[config.mk]
export PLATFORM = sky130hd
export DESIGN_NAME = multiword_add_seq
export DESIGN_NICKNAME = d
export VERILOG_FILES = /design/src/rtl/multiword_add_seq.sv
export SDC_FILE = /design/constraint.sdc
export NUM_CORES = 1
export LEC_CHECK = 0
export BUFFER_PORTS_ARGS = -buffer_cell sky130_fd_sc_hd__buf_2
export CAP_MARGIN = 40
export CORE_MARGIN = 10
export CORE_UTILIZATION = 30
export CTS_CLUSTER_SIZE = 40
export DETAILED_ROUTE_END_ITERATION = 6
export PLACE_DENSITY = 0.54
export SLEW_MARGIN = 10
export SYNTH_ARGS = -nofsm -noshare
export SYNTH_HDL_FRONTEND = slang
export SYNTH_SLANG_ARGS = --single-unit
[constraint.sdc]
create_clock -name clk -period 2.7 [get_ports clk]
set_clock_uncertainty 0.2 [all_clocks]
set_input_delay 0.27 -clock clk [delete_from_list [all_inputs] [get_ports clk]]
set_output_delay 0.27 -clock clk [all_outputs]
set_load 0.1 [all_outputs]
[src/rtl/multiword_add_seq.sv]
// multiword_add_seq: drives a carry-less ripple adder one slice per cycle, LSB first.
// Build with MULTIWORD_ADD_SUB_EN defined to add the sub port (A-B mode).
module multiword_add_seq #(
    parameter int data_width = 4,
    parameter int num_words  = 4
) (
    input  logic                             clk,
    input  logic                             rst_n,
    input  logic                             in_valid,
    output logic                             in_ready,
    input  logic [data_width*num_words-1:0]  op_a,
    input  logic [data_width*num_words-1:0]  op_b,
    input  logic                             op_cin,
`ifdef MULTIWORD_ADD_SUB_EN
    input  logic                             sub,
`endif
    output logic [data_width-1:0]            add_a,
    output logic [data_width-1:0]            add_b,
    output logic                             add_cin,
    input  logic [data_width-1:0]            add_sum,
    output logic                             out_valid,
    input  logic                             out_ready,
    output logic [data_width*num_words-1:0]  result,
    output logic                             carry_out
);
    localparam int TW = data_width * num_words;
    localparam int IW = (num_words > 1) ? $clog2(num_words) : 1;
    localparam logic [IW-1:0] LAST = IW'(num_words - 1);
    localparam int MSB = data_width - 1;

    typedef enum logic [1:0] {IDLE, RUN, DONE} state_t;

    state_t state, state_nxt;

    logic [TW-1:0]         a_q, b_q;
    logic [IW-1:0]         idx;
    logic                  carry;
    logic                  sub_q, sub_in;
    logic                  accept, step, c_slice;
    logic [data_width-1:0] a_sl, b_sl;

`ifdef MULTIWORD_ADD_SUB_EN
    assign sub_in = sub;

    always_ff @(posedge clk or negedge rst_n) begin
        if (!rst_n) begin
            sub_q <= 1'b0;
        end else if (accept) begin
            sub_q <= sub;
        end
    end
`else
    assign sub_in = 1'b0;
    assign sub_q  = 1'b0;
`endif

    assign accept = (state == IDLE) && in_valid;
    assign step   = (state == RUN);
    assign a_sl   = a_q[idx*data_width +: data_width];
    assign b_sl   = sub_q ? ~b_q[idx*data_width +: data_width]
                          :  b_q[idx*data_width +: data_width];

    // The adder hides its carry; recover it from the slice MSBs.
    assign c_slice = (a_sl[MSB] & b_sl[MSB])
                   | ((a_sl[MSB] | b_sl[MSB]) & ~add_sum[MSB]);

    always_ff @(posedge clk or negedge rst_n) begin
        if (!rst_n) begin
            state <= IDLE;
        end else begin
            state <= state_nxt;
        end
    end

    always_comb begin
        state_nxt = state;
        unique case (state)
            IDLE:    if (in_valid) state_nxt = RUN;
            RUN:     if (idx == LAST) state_nxt = DONE;
            DONE:    if (out_ready) state_nxt = IDLE;
            default: state_nxt = IDLE;
        endcase
    end

    always_comb begin
        in_ready  = 1'b0;
        out_valid = 1'b0;
        add_a     = '0;
        add_b     = '0;
        add_cin   = 1'b0;
        unique case (state)
            IDLE: in_ready = 1'b1;
            RUN: begin
                add_a   = a_sl;
                add_b   = b_sl;
                add_cin = carry;
            end
            DONE:    out_valid = 1'b1;
            default: ;
        endcase
    end

    always_ff @(posedge clk or negedge rst_n) begin
        if (!rst_n) begin
            a_q       <= '0;
            b_q       <= '0;
            idx       <= '0;
            carry     <= 1'b0;
            result    <= '0;
            carry_out <= 1'b0;
        end else if (accept) begin
            a_q   <= op_a;
            b_q   <= op_b;
            idx   <= '0;
            carry <= op_cin | sub_in;
        end else if (step) begin
            result[idx*data_width +: data_width] <= add_sum;
            carry <= c_slice;
            idx   <= (idx == LAST) ? '0 : idx + 1'b1;
            if (idx == LAST) begin
                carry_out <= c_slice;
            end
        end
    end

endmodule

Yosys cells after proc, flatten, opt, wreduce, memory -nomap -nowiden
Index checks and enable logic that the tools add are counted.

storage, ports and cells
  bits in latches = 0
  ROM bits = 0
  register bits = 54
  logic and storage cells = 46
  bits in writable memories = 0
  output and inout bits = 28
  memories kept = 0

cells by class
  reduce and logical (&&, ||, !) cells = 6
  equal/unequal tests = 6
  div/mod/pow operators = 0
  shift operators = 4
  muxes and demuxes = 15
  add/sub/neg operators = 2
  bitwise logic cells = 6
  order comparisons = 0
  multiply operators = 0

operator list
  operator                 count
  $neg 4->34               1
  $shift 4x34->16 const A  1
  $shiftx 4x34->16         1
  $shiftx 16x5->4          2
  $bwmux 16                1
  $mux 2                   6
  $mux 4                   2
  $pmux 2 s3               1
  $reduce_and 3->1         2
  $mux 1                   5
  $eq 2x2->1 const B       2
  $ne 2x2->1 const B       2
  $add 2x1->2 const B      1
  $and 1x1->1              2
  $eq 2x1->1 const B       1
  $logic_not 2->1          1
  $ne 2x1->1 const B       1
  $not 1->1                2
  $or 1x1->1               2
  $reduce_and 2->1         1
  $reduce_bool 2->1        1
  $logic_and 1x1->1        1

Depth between registers and ports, before layout
  depth after elaboration = 6
  mapped depth = 6

Worst setup path after synthesis
Ideal clock, no wire load.

  path type = reg2reg
  start point = register state[0]
  end point = register a_q[0]
  clock period less this slack = 3082 ps
  setup time = 125 ps
  setup slack = -382 ps
  data required time = 2375 ps
  cell stages (with the launch flop) = 7
  arrival = 2757 ps
  cell sequence = dfrtp_1 -> buf_2 -> nor2_1 -> and2_1 -> buf_2 -> buf_2 -> mux2_2

on the way
  cells in the longest elaborated chain, start to end = 2

RTL lines
  item                      line  source
  start: declaration        33    state_t state, state_nxt;
  start signal: assignment  71    state <= state_nxt;
  $logic_not 2->1           57    assign accept = (state == IDLE) && in_valid;
  $logic_and 1x1->1         57
  end signal: assignment    112   a_q <= op_a;
  end: declaration          35    logic [TW-1:0] a_q, b_q;

Every way passes these cells.
A chain may end at the register's enable or synchronous reset.

Worst setup path after layout
  start point = register idx[0]
  end point = output port add_b[0]

on the way
  cells in the longest elaborated chain, start to end = 2

RTL lines
  item                      line  source
  start: declaration        36    logic [IW-1:0] idx;
  start signal: assignment  119   idx <= (idx == LAST) ? '0 : idx + 1'b1;
  $shiftx 16x5->4           61    : b_q[idx*data_width +: data_width];
  $mux 4                    91    unique case (state)
  end: declaration          18    output logic [data_width-1:0] add_b,

Every way passes these cells.

==> run summary <==
DR iter-0 viols: 35
unrepaired setup endpoints after global routing: false
Critical Path AT: 2.05 ns
ys async rst share: 1.00
Via Count: 1787
largest net degree at the start of global routing: 29
post-DP HPWL: 4520 um
final hold slack: 0.0115 ns
global-route wire length before repair: 10100 um
worst endpoint required time: 2.23 ns
Fmax: 0.397 GHz
Cells after Synth: 180
Worst-Skew Late Latency: 0.30 ns
final worst-path cycle share: 0.933
core area: 7850 sq um
Hold Fails Final Rpt: 0
crit-path cells: buf_4 > mux4_1 > and2_1 > buf_12
min Tclk post-route: 2.52 ns
post-cts resize count: 0
Area Growth Syn to Fin: 44.0%
DR WL/cell: 15.3 um
Critical-path top delay cell: dfrtp_1
WHS Path Cells: 2
# IOs: 69
Clock transition at path regs: 0.10 ns
r2r endpoint: carry$_DFFE_PN0P_
clock sink count: 54
element type at the critical path end: primary output
vias in the first global route: 2035
Initial Utilization: 0.312
MaxCap Viol Count: 0
root buffer cell: clkbuf_8
synthesized net count: 227
row count: 32
GRT Total Usage: 0.105
Fillers: 767
Port Buffers: 68
Via density: 4.56
DIE WIDTH: 110 um
Pre-antenna DRT Iters: 4
Worst Hold Launch: op_b[3]
# setup viols final: 0
setup slack, reg-to-reg: 0.52 ns
initial antenna violation count: 1
maximum clock path buffer count: 2
Worst-Margin Slew: 0.634 ns
Die Area: 12200 sq um
synth unique cells: 25
Residual DRC: 0
Final Max Tran Viols: 0
Relative slew margins: 0.577
gpl congestion: 0.723
share of cells above drive strength 1: 0.443
Cell Area, Synth: 2450 sq um
setup TNS: 0 ns
CTS tree: built
Avg Inst Size Synth: 13.6 sq um
kind of critical path: flip-flop to primary output
Crit Path Max Fanout: 11
Die Span Y: 110 um
reg2reg start: idx[0]$_DFFE_PN0P_
FF-to-FF path depth: 3
Layout Utilization: 0.449
CP Launch Type: flip-flop
slowest stage delay, CP: 0.61 ns
CP startpoint: idx[0]$_DFFE_PN0P_
number of CTS-inserted buffers: 5
GRT overflow: 0
Main synth FF type: dfrtp_1
worst min path class: input pin to flip-flop
YS warnings: 0
Routed WL: 5990 um
status: completed
Synth Register Bits: 54
EDFF count, synth: 0
ANT nets after route: 0
CTS H-tree lvls: 2
Seq/Total Area, Yosys: 0.552
Worst Hold End: b_q[3]$_DFFE_PN0P_
Final #Nets: 336
## cell usage in the layout (no fill, tap or decap), drive strengths merged
cell type and instances:
dlygate4sd3 32, or3 1, nand2 18, inv 4
a21oi 1, and2 10, a22o 8, nor4b 3
ha 6, buf 78, o31ai 2, diode 1
nor2 2, maj3 1, mux4 8, clkbuf 6
o21bai 1, bufinv 1, dfrtp 54, nand3b 5
mux2 33, a221o 1, o21ai 9, nor2b 1
nand2b 3, and4bb 1
## cell usage after synthesis (2+ instances only)
| library cell | n | area (sq um) |
|---|---|---|
| and2_1 | 10 | 62.6 |
| nand2_1 | 18 | 67.6 |
| buf_2 | 5 | 25.0 |
| ha_1 | 6 | 75.1 |
| nand3b_1 | 5 | 37.5 |
| inv_1 | 4 | 15.0 |
| mux2_2 | 33 | 372 |
| o21ai_0 | 9 | 45.0 |
| clkbuf_1 | 2 | 7.51 |
| o31ai_1 | 2 | 15.0 |
| mux4_2 | 7 | 158 |
| nand2b_1 | 3 | 18.8 |
| dfrtp_1 | 54 | 1350 |
| nor2_1 | 2 | 7.51 |
| a22o_1 | 8 | 70.1 |
| nor4b_1 | 3 | 26.3 |
## per-stage QoR
stage	cell area (sq um)	setup WS (ns)	cells
global route	3520	0.00685	392
global placement	3090	0.532	352
CTS	3520	0.163	391
floorplan	2450	0.116	180
detailed placement	3090	0.517	352
finish	3520	0.182	392
## per-layer routing
metal	vias up	track usage	part of all wire
met3	8	0.0499	0.11
met2	57	0.169	0.46
met4	0	0.0239	0.012
li1	862	-	-
met1	860	0.124	0.42
met5	-	0	0
## registers in the layout, summed over array words and instances (netlist names)
name	count
a_q	16
b_q	16
carry	1
carry_out	1
idx	2
result	16
state	2
## worst max path at each step
stage / slack [ns] / end
floorplan: 0.12 / a_q[0]$_DFFE_PN0P_
global placement: 0.53 / add_b[0]
detailed placement: 0.52 / result[2]$_DFFE_PN0P_
CTS: 0.16 / add_b[0]
global route: 0.007 / add_b[0]
finish: 0.18 / add_b[0]
## final cells by class
cell class | instances | area [sq um] | share of cell area
multi-input combinational | 114 | 1040 | 0.296
timing repair buffer | 110 | 871 | 0.247
inverter | 4 | 15.0 | 0.00426
sequential | 54 | 1350 | 0.384
clock inverter | 1 | 30.0 | 0.00853
tap | 102 | 128 | 0.0362
antenna | 1 | 2.50 | 0.000710
clock buffer | 6 | 82.6 | 0.0234
## critical path, delay by kind of cell (launching register included)
| family | cells | cell delay [ns] |
|---|---|---|
| flip-flops | 1 | 0.61 |
| multiplexers | 1 | 0.53 |
| buffers and inverters | 2 | 0.40 |
| AND/OR/NAND/NOR | 1 | 0.20 |
## cells by family after synthesis
| logic type | after synthesis | share of synthesized area |
|---|---|---|
| buf+inv | 12 | 0.0225 |
| compound gates | 22 | 0.0624 |
| simple gates | 44 | 0.100 |
| flops | 54 | 0.552 |
| mux | 41 | 0.227 |
| fa+ha+maj | 7 | 0.0353 |
## repair_timing
item	CTS	global route
setup buffers	0	0
endpoints found under the hold margin	57	0
hold buffers	32	0
Power is not shown: default switching activity piles up to over one toggle a cycle in this logic, so the estimate is an artifact.
